**config.mk**
```make
export PLATFORM = sky130hd
export DESIGN_NAME = bus_interface_unit
export DESIGN_NICKNAME = d
export VERILOG_FILES = /design/src/rtl/bus_interface_unit.sv
export SDC_FILE = /design/constraint.sdc
export NUM_CORES = 1
export LEC_CHECK = 0
export BUFFER_PORTS_ARGS = -buffer_cell sky130_fd_sc_hd__buf_2
export CAP_MARGIN = 10
export CORE_MARGIN = 2
export CORE_UTILIZATION = 47
export DETAILED_ROUTE_END_ITERATION = 10
export GPL_TIMING_DRIVEN = 0
export PLACE_DENSITY = 0.79
export RECOVER_POWER = 50
export SLEW_MARGIN = 20
export SYNTH_ARGS = -nofsm -noshare
export SYNTH_HDL_FRONTEND = slang
export SYNTH_SLANG_ARGS = --single-unit
```
**constraint.sdc**
```tcl
create_clock -name clk -period 1.6 [get_ports clk]
set_input_delay 0.24 -clock clk [delete_from_list [all_inputs] [get_ports clk]]
set_output_delay 0.24 -clock clk [all_outputs]
set_load 0.02 [all_outputs]
```
**src/rtl/bus_interface_unit.sv**
```systemverilog
// Bus interface unit: one byte/word request over an 8-bit strobed memory bus.
// Define BIU_TIMEOUT_EN to abort byte cycles after WAIT_MAX wait states.
module bus_interface_unit #(
  parameter int WAIT_MAX = 15
) (
  input  logic        clk,
  input  logic        rst_n,
  input  logic        req_valid,
  output logic        req_ready,
  input  logic [19:0] req_addr,
  input  logic        req_write,
  input  logic        req_word,
  input  logic [15:0] req_wdata,
  output logic        rsp_valid,
  output logic [15:0] rsp_rdata,
  output logic        rsp_error,
  output logic [19:0] mem_addr,
  output logic [7:0]  mem_wdata,
  input  logic [7:0]  mem_rdata,
  output logic        mem_ale,
  output logic        mem_rd_n,
  output logic        mem_wr_n,
  input  logic        mem_ready
);

  typedef enum logic [2:0] {
    IDLE, T1, T2, TW, T3, RESP
  } state_e;

  state_e      state_q, state_d;
  logic [19:0] addr_q, addr_d;
  logic [7:0]  whi_q, whi_d;
  logic [7:0]  mwd_q, mwd_d;
  logic        write_q, write_d;
  logic        word_q, word_d;
  logic        hi_q, hi_d;
  logic [15:0] rbuf_q, rbuf_d;
  logic [15:0] rdata_q, rdata_d;
  logic        strobe;
  logic        timeout;

  always_comb begin
    state_d = state_q;
    addr_d  = addr_q;
    whi_d   = whi_q;
    mwd_d   = mwd_q;
    write_d = write_q;
    word_d  = word_q;
    hi_d    = hi_q;
    rbuf_d  = rbuf_q;
    rdata_d = rdata_q;
    unique case (state_q)
      IDLE: begin
        if (req_valid) begin
          state_d = T1;
          addr_d  = req_addr;
          write_d = req_write;
          word_d  = req_word;
          whi_d   = req_wdata[15:8];
          mwd_d   = req_write ? req_wdata[7:0] : 8'h00;
          hi_d    = 1'b0;
          rbuf_d  = '0;
        end
      end
      T1: state_d = T2;
      T2, TW: begin
        if (mem_ready) begin
          state_d = T3;
          if (!write_q) begin
            if (hi_q) rbuf_d[15:8] = mem_rdata;
            else      rbuf_d[7:0]  = mem_rdata;
          end
        end else if (timeout) begin
          // abort skips any remaining byte
          state_d = RESP;
          rdata_d = '0;
        end else begin
          state_d = TW;
        end
      end
      T3: begin
        if (word_q && !hi_q) begin
          state_d = T1;
          hi_d    = 1'b1;
          addr_d  = addr_q + 20'd1;
          if (write_q) mwd_d = whi_q;
        end else begin
          state_d = RESP;
          rdata_d = rbuf_q;
        end
      end
      RESP: state_d = IDLE;
      default: state_d = IDLE;
    endcase
  end

  always_ff @(posedge clk or negedge rst_n) begin
    if (!rst_n) begin
      state_q <= IDLE;
      addr_q  <= '0;
      whi_q   <= '0;
      mwd_q   <= '0;
      write_q <= 1'b0;
      word_q  <= 1'b0;
      hi_q    <= 1'b0;
      rbuf_q  <= '0;
      rdata_q <= '0;
    end else begin
      state_q <= state_d;
      addr_q  <= addr_d;
      whi_q   <= whi_d;
      mwd_q   <= mwd_d;
      write_q <= write_d;
      word_q  <= word_d;
      hi_q    <= hi_d;
      rbuf_q  <= rbuf_d;
      rdata_q <= rdata_d;
    end
  end

`ifdef BIU_TIMEOUT_EN
  localparam logic [7:0] WaitLast = 8'(WAIT_MAX - 1);

  logic [7:0] wait_q, wait_d;
  logic       err_q, err_d;

  assign timeout = (state_q == TW) && !mem_ready &&
                   (wait_q == WaitLast);

  always_comb begin
    wait_d = wait_q;
    err_d  = err_q;
    if (state_q == T1) begin
      wait_d = '0;
      err_d  = 1'b0;
    end else if (state_q == TW) begin
      wait_d = wait_q + 8'd1;
    end
    if (timeout) err_d = 1'b1;
  end

  always_ff @(posedge clk or negedge rst_n) begin
    if (!rst_n) begin
      wait_q <= '0;
      err_q  <= 1'b0;
    end else begin
      wait_q <= wait_d;
      err_q  <= err_d;
    end
  end

  assign rsp_error = err_q && (state_q == RESP);
`else
  logic unused_wait_max;
  assign unused_wait_max = ^8'(WAIT_MAX);
  assign timeout   = 1'b0;
  assign rsp_error = 1'b0;
`endif

  assign strobe    = (state_q == T2) || (state_q == TW);
  assign req_ready = (state_q == IDLE);
  assign rsp_valid = (state_q == RESP);
  assign rsp_rdata = rdata_q;
  assign mem_addr  = addr_q;
  assign mem_wdata = mwd_q;
  assign mem_ale   = (state_q == T1);
  assign mem_rd_n  = !(strobe && !write_q);
  assign mem_wr_n  = !(strobe && write_q);

endmodule

```
== Word level (Yosys, flattened, before mapping) ==
Cells that the tools add are included.
Widths: inputs -> output; s select.

* Bitwise logic cells: 1
* Eq/ne operators: 12
* $add $sub $neg: 1
* Multiplexer cells: 21
* Reductions and logical operators: 18

{| class="wikitable"
|+ Operators with widths
! cell !! count
|-
| $mux 16 || 3
|-
| $mux 8 || 6
|-
| $mux 20 || 2
|-
| $pmux 20 s2 || 1
|-
| $pmux 16 s2 || 1
|-
| $add 20x1->20 const B || 1
|-
| $pmux 8 s2 || 1
|-
| $ne 2x2->1 const B || 7
|-
| $pmux 3 s4 || 1
|-
| $reduce_and 5->1 || 2
|-
| $mux 3 || 3
|-
| $eq 3x2->1 const B || 2
|-
| $eq 3x3->1 const B || 2
|-
| $logic_not 1->1 || 4
|-
| $reduce_and 2->1 || 2
|-
| $reduce_and 4->1 || 1
|-
| $reduce_bool 2->1 || 2
|-
| $eq 3x1->1 const B || 1
|-
| $logic_and 1x1->1 || 3
|-
| $logic_not 3->1 || 1
|-
| $reduce_and 3->1 || 1
|-
| $mux 1 || 2
|-
| $pmux 1 s2 || 1
|-
| $reduce_or 2->1 || 1
|-
| other kinds (2) || 2
|}

* Word-level logic and storage cells: 63
* Flip-flop bits (word level): 74
* Input port bits: 50

== Depth between registers and ports, before layout ==
Gate-level depths: netlist (run 1).

* Depth in word-level cells: 4
* Gate-level depth with buffers: 7
* Depth with buffers taken out: 5

== Least setup slack after synthesis (run 1) ==
OpenSTA, ideal clock, no wires.

* Path kind: reg-to-reg
* Start point: reg addr_q[0] (netlist: mem_addr[0])
* End point: reg addr_q[14] (netlist: mem_addr[14])
* Arrival: 1.647 ns
* Slack: -0.146 ns
* Setup time: 0.099 ns
* Cell stages (with the launch flop): 6
* Cells stage by stage: dfrtp_1 -> ha_1 -> nand3_1 -> nor4_1 -> a311oi_1 -> a311oi_1

* Longest elaborated chain between the ends: 3

{| class="wikitable"
|+ Ends and longest elaborated chain
! item !! line !! source
|-
| start: declaration || 31 || <nowiki>logic [19:0] addr_q, addr_d;</nowiki>
|-
| start signal: assignment || 110 || <nowiki>addr_q <= addr_d;</nowiki>
|-
| $add 20x1->20 || 85 || <nowiki>addr_d = addr_q + 20'd1;</nowiki>
|-
| $mux 20 || 82 || <nowiki>if (word_q && !hi_q) begin</nowiki>
|-
| $pmux 20 s2 || 52 || <nowiki>unique case (state_q)</nowiki>
|}

No other way between the ends. The select of a mux whose other input is x is not followed.
A chain may end at the register's enable or synchronous reset.

== Final worst setup path (run 1) ==
* Start point: reg addr_q[1] (netlist: mem_addr[1])
* End point: reg addr_q[17] (netlist: mem_addr[17])

The elaborated chain is that of the path after synthesis.

==> impl_metrics.py, run 1 <==
metrics = {
    "synthesis": {
        "synth_top_cells_by_area": "dfrtp_1 (50%), mux2_2 (13%), a21oi_1 (3.1%), o21ai_0 (2.7%), nand2_1 (2.4%)",
        "yosysMostFrequentCell": "dfrtp_1",
        "async_flop_share_pct": 100,
        "avgSynthCellArea_sq_um": 10.9,
        "synth_ff_type": "dfrtp_1",
        "synth_edf_count": 0,
        "synthCells": 338,
        "ys_warn_count": 0,
        "synth_top_family_by_area": "simple AND/OR/NAND/NOR gates",
        "yosysTopAreaCellShare_pct": 50.2,
        "synth_area_sq_um": 3690,
        "synth_fa_ha_area_share_pct": 0.339,
        "synth_seq_cells": 74,
        "synth_top_area_cell": "dfrtp_1",
        "synthTopCellsByCount": "dfrtp_1 (74), mux2_2 (42), nand2_1 (24)",
        "synth_xor_area_share_pct": 0,
        "yosysUniqueCellTypes": 52,
        "synth-simple-area-share_pct": 17.4,
        "syn-num-nets": 389,
        "synth-compound-area-share_pct": 13.5,
        "yosysSeqAreaShare_pct": 50.2,
        "synthMuxAreaShare_pct": 14.5,
    },
    "floorplan": {
        "die_x_um": 92.6,
        "boundaryPins": 100,
        "fp.dieH_um": 92.6,
        "placementRows": 32,
        "initial_utilization_pct": 48.2,
        "core_sq_um": 7650,
        "die_area_sq_um": 8570,
    },
    "critical_path": {
        "crit_arrival_ps": 2000,
        "worstPathCellList": "nand4_1 > nor4_4 > a311oi_2 > or3_1",
        "worst-path-buf-inv": 0,
        "slowest_stage": "nor4_4",
        "crit_type": "reg -> reg",
        "required_ps": 1830,
        "cp_max_fo": 6,
        "slowest_delay_ps": 450,
        "endpoint_kind": "register",
        "crit_cells": 4,
        "worstRegToRegCells": 4,
        "path_delay_family": "simple AND/OR/NAND/NOR gates",
        "cp-start-kind": "register",
    },
    "clock_tree": {
        "numCtsBuffers": 9,
        "cts.path.max_buffers": 2,
        "clkLatencyLatePin_ps": 350,
        "cts_sinks": 74,
        "ctsHtreeMaxLevel": 3,
        "root_buffer": "clkbuf_8",
        "cts_tree": "built",
        "cts.clk_slew.worst_paths_ps": 80,
    },
    "sta": {
        "setup_ws_ps": -172,
        "max_freq_ghz": 0.564,
        "tightest_slew_ps": 985,
        "maxSlewHeadroom_pct": 34.3,
        "final_hold_viol_count": 0,
        "rsz0062_at_grt": "true",
        "fin_crit_sh_pct": 111,
        "finalSetupViolCount": 57,
        "layout_min_cycle_time_ps": 1770,
        "report.final.slew_viol_count": 0,
        "fin_skew_ps": 11.2,
    },
    "route": {
        "final_antenna_net_count": 0,
        "wl_mm": 11.9,
        "drtIter0Drc": 213,
        "wire_per_inst_um": 19.7,
        "vias": 3535,
        "via_per_inst": 5.88,
        "drt_pass1_iterations": 7,
        "drc": 0,
    },
    "power_and_ir_drop": {
        "ir_drop_uv": 1120,
        "p_per_area_nw_per_um2": 2040,
        "p_leak_uw": 0.00269,
        "total_power_uw": 11600,
    },
    "global_routing": {
        "grt.total_usage_pct": 24.0,
        "grt_pass1_wl_mm": 16.2,
        "grt_remaining_overflow": 0,
        "grt_max_degree": 60,
        "grt_antenna_before_repair": 0,
        "grt_pass1_vias": 3320,
    },
    "place": {
        "portBuffers": 98,
        "gp_congestion": 0.976,
        "placed_area_sq_um": 4400,
        "dp_hpwl_mm": 6.54,
        "place_inst": 539,
    },
    "cells_and_area": {
        "fin_cells": 601,
        "nFillCells": 508,
        "syn2layout_area_growth_pct": 54.9,
        "diodes": 0,
        "final_nets": 545,
        "fin_area_sq_um": 5710,
        "drive_above_1_share_pct": 61.9,
    },
    "job": {
        "maxCapViolCount": 0,
    },
    "min_path": {
        "hold_path_class": "in -> reg",
        "hold-path-cell-count": 2,
    },
    "run_status": {
        "status": "finished, violations left",
        "failed_checks": "setup timing",
    },
}
[registers in the layout, summed over array words and instances, names as in the netlist]
signal and flops:
hi_q 1, mem_addr 20, mem_wdata 8, rbuf_q 16
rsp_rdata 16, state_q 3, whi_q 8, word_q 1
write_q 1
[repair_timing]
item | 4_1_cts | 5_1_grt
setup buffers | 20 | 22
endpoints found under the hold margin | 15 | 0
hold buffers | 1 | 0
setup endpoints to repair | 75 | 73
cloned | 1 | 5
pin swaps | 10 | 29
resized for setup | 64 | 108
[worst paths after layout]
| kind | to | slack, ps | from |
|---|---|---|---|
| min in group asynchronous | mem_addr[4] | 560 | rst_n |
| worst min-delay path | whi_q[7] | 120 | req_wdata[15] |
| worst max register to register | mem_addr[17] | -170 | mem_addr[1] |
| worst max-delay path | mem_addr[17] | -170 | mem_addr[1] |
| max in group asynchronous | mem_addr[2] | 190 | rst_n |
| worst min register to register | mem_wdata[4] | 480 | mem_wdata[4] |
[layout by cell type, fill, tap and decap left out, types with 3 or more instances in the layout]
cell type	n
nor3_1	5
dfrtp_1	57
inv_1	5
mux2_2	14
a211oi_2	4
a21oi_1	13
nand2b_1	5
o22ai_2	4
clkbuf_1	3
o21ai_1	12
nand3_2	5
nor2_1	7
mux2i_1	6
nand2_1	19
buf_4	38
clkbuf_8	10
nand4_1	8
buf_2	93
a2bb2oi_1	4
clkbuf_16	5
a21oi_2	11
buf_12	4
mux2_4	28
o21ai_0	7
buf_6	13
and2_1	8
and3_4	4
dfrtp_2	17
nand2_2	4
nand3_1	6
and3_1	7
buf_8	9
nor4_4	3
[cell families (layout without fill, tap and decap cells)]
group / count (synthesis) / count (layout)
AO/OA/AOI/OAI: 75 / 75
flip-flops: 74 / 74
other: 1 / 1
multiplexers: 48 / 48
buffers and inverters: 28 / 189
AND/OR/NAND/NOR: 111 / 111
adder cells (fa/ha/maj): 1 / 1
[area by class of cell]
cell class,count,area [sq um],share of cell area (%)
Inverter,5,18.8,0.329
Buffer,21,254,4.45
Multi-Input combinational cell,236,2150,37.7
Clock buffer,11,131,2.30
Timing Repair Buffer,147,1080,18.8
Clock inverter,5,78.8,1.38
Tap cell,102,128,2.23
Sequential cell,74,1870,32.8
[layer usage]
| metal | global-route usage [%] | wire, um | vias up |
|---|---|---|---|
| li1 | - | - | 1550 |
| met1 | 30.0 | 4430 | 1779 |
| met2 | 42.6 | 6310 | 178 |
| met3 | 4.48 | 869 | 28 |
| met4 | 6.34 | 250 | 0 |
| met5 | 0 | 0 | - |
[per-stage QoR]
step	hold WS, ps	setup TNS [ps]	util (%)	worst slack (ps)
final	117	-5250	74.7	-172
after global routing	114	-8320	74.7	-233
after CTS	122	-5600	65.9	-162
after detailed placement	119	-14900	57.6	-365
after global placement	461	-24110	57.2	-316
after floorplan	-55.6	-1210	-	-68.6
[report_power, final]
| part | internal (uW) | switching, uW |
|---|---|---|
| combinational | 3240 | 3260 |
| sequential | 2700 | 821 |
| clock | 878 | 726 |
(Power assumes the default switching activity.)
==> run 2: changes to the inputs <==
--- a/config.mk
+++ b/config.mk
@@ -17,3 +17,4 @@
 export SYNTH_ARGS = -nofsm -noshare
 export SYNTH_HDL_FRONTEND = slang
 export SYNTH_SLANG_ARGS = --single-unit
+export TNS_END_PERCENT = 50
==> run 2 against run 1 <==
Net effect: sequential power down 1%; clock power about the same; cell area down 5.5%; register-to-register slack about the same; non-clock buffer count down 11; the flow still finishes with violations (setup timing); total power down 6.0%; clock-buffer cell count unchanged.
==> impl_metrics.py, run 2 (synthesis results as in run 1) <==
metrics = {
    "run_status": {
        "status": "finished, violations left",
        "failed_checks": "setup timing",
    },
    "cells_and_area": {
        "drive_above_1_share_pct": 54.7,
        "final_common_cell": "buf_2",
        "final_cell_mix": "buf_2 (93), dfrtp_1 (57), buf_4 (31), mux2_4 (28), nand2_1 (22)",
        "largest_register_ffs": 20,
        "nFillCells": 551,
        "syn2layout_area_growth_pct": 46.3,
        "diodes": 0,
        "final_util_pct": 70.5,
        "final_nets": 534,
    },
    "route": {
        "wl_mm": 10.7,
        "vias": 3275,
        "via_per_inst": 5.55,
        "drt_pass1_iterations": 4,
        "drtIter0Drc": 150,
        "wire_per_inst_um": 18.2,
        "drc": 0,
        "final_antenna_net_count": 0,
    },
    "global_routing": {
        "grt_max_degree": 60,
        "grt_antenna_before_repair": 0,
        "grt_pass1_wl_mm": 16.2,
        "grt.total_usage_pct": 24.0,
        "grt_remaining_overflow": 0,
        "grt_pass1_vias": 3319,
    },
    "power_and_ir_drop": {
        "internal_power_uw": 6450,
        "seq_power_share_pct": 31.7,
        "p_clk_share_pct": 14.4,
        "ir_drop_uv": 1070,
        "combPwrFrac_pct": 53.9,
        "p_per_area_nw_per_um2": 2030,
        "p_leak_uw": 0.00259,
        "swShare_pct": 40.9,
        "p_switching_uw": 4470,
    },
    "floorplan": {
        "die_area_sq_um": 8570,
        "initial_utilization_pct": 48.2,
        "placementRows": 32,
        "boundaryPins": 100,
        "fp.dieH_um": 92.6,
        "core_sq_um": 7650,
        "die_x_um": 92.6,
    },
    "sta": {
        "fin_skew_ps": 6.76,
        "worst_hold_slack_ps": 129,
        "finalSetupViolCount": 58,
        "tightest_slew_ps": 972,
        "setup_ws_ps": -167,
        "fin_crit_sh_pct": 110,
        "max_freq_ghz": 0.566,
        "final_hold_viol_count": 0,
        "maxSlewHeadroom_pct": 35.2,
        "rsz0062_at_grt": "true",
        "layout_min_cycle_time_ps": 1770,
        "report.final.slew_viol_count": 0,
    },
    "place": {
        "pre_cts_slack_ps": -365,
        "dp_hpwl_mm": 6.54,
        "gp_congestion": 0.976,
        "portBuffers": 98,
    },
    "job": {
        "maxCapViolCount": 0,
    },
    "min_path": {
        "hold_path_class": "in -> reg",
    },
    "critical_path": {
        "required_ps": 1820,
        "crit_arrival_ps": 1990,
        "cp-start-kind": "register",
        "cp_max_fo": 7,
        "endpoint_kind": "register",
        "crit_type": "reg -> reg",
    },
    "clock_tree": {
        "ctsHtreeMaxLevel": 3,
        "root_buffer": "clkbuf_8",
        "cts_tree": "built",
        "cts.clk_slew.worst_paths_ps": 80,
        "numCtsBuffers": 9,
        "cts_sinks": 74,
        "clkLatencyLatePin_ps": 340,
        "cts.path.max_buffers": 2,
    },
}
## run 2: cell count changes in the layout (fill, tap and decap cells not counted), sizes merged
| cell | delta |
|---|---|
| buf | -8 |
| clkbuf | -2 |
| bufbuf | -1 |
## run 2: path summary, 6_finish.rpt
| check | start | to | cells after the start | slack, ps |
|---|---|---|---|---|
| setup / recovery | state_q[2] | rsp_rdata[12] | 4 | -170 |
| hold / removal | req_wdata[15] | whi_q[7] | 2 | 130 |
| setup reg to reg | state_q[2] | rsp_rdata[12] | 4 | -170 |
| hold reg to reg | mem_wdata[0] | mem_wdata[0] | 2 | 480 |
| max in group asynchronous | rst_n | mem_addr[2] | 3 | 200 |
| min in group asynchronous | rst_n | mem_addr[4] | 2 | 570 |
## run 2: cell type report
type                       count  area [sq um]  area share (%)
clock buffer                  11           131            2.44
timing repair buffer         135           905            16.8
inverter                       5          18.8           0.348
sequential                    74          1870            34.7
clock inverter                 5          78.8            1.46
tap                          102           128            2.37
buffer                        22           251            4.66
multi-input combinational    236          2010            37.2
## run 2: power by group through the flow
stage	registers (uW)	logic, uW	clock network [uW]
after global routing	3580	6280	1680
after floorplan	3830	2450	0
after global placement	3360	4080	0
after detailed placement	3410	4190	0
after CTS	3410	5100	1580
final	3470	5890	1570
## run 2: layer usage
metal	GRT usage, %	vias up	wire length [um]
met1	29.8	1612	4130
li1	-	1523	-
met2	42.4	123	5800
met3	4.72	17	662
met5	0	-	0
met4	6.97	0	138
## run 2: stage by stage
stage               area [sq um]  cells  power [uW]  setup TNS, ps
floorplan                   3750    338        6270          -1210
global placement            4370    538        7440         -24110
detailed placement          4400    539        7600         -14900
CTS                         5030    574       10100          -5020
global route                5390    590       11500          -9300
finish                      5390    590       10900          -5970
## run 2: worst max-delay path, stage by stage, from the launching register on
cell       delay (ps)
dfrtp_2           480
or3b_4            500
nor2_8            190
clkbuf_16         180
mux2_4            300
## run 2: repair_timing
action,CTS,global route
gates resized for setup,72,57
hold buffers,1,0
cloned,0,2
setup endpoints to repair,75,74
pin swaps,7,25
hold endpoints to repair,15,0
buffers inserted,18,15
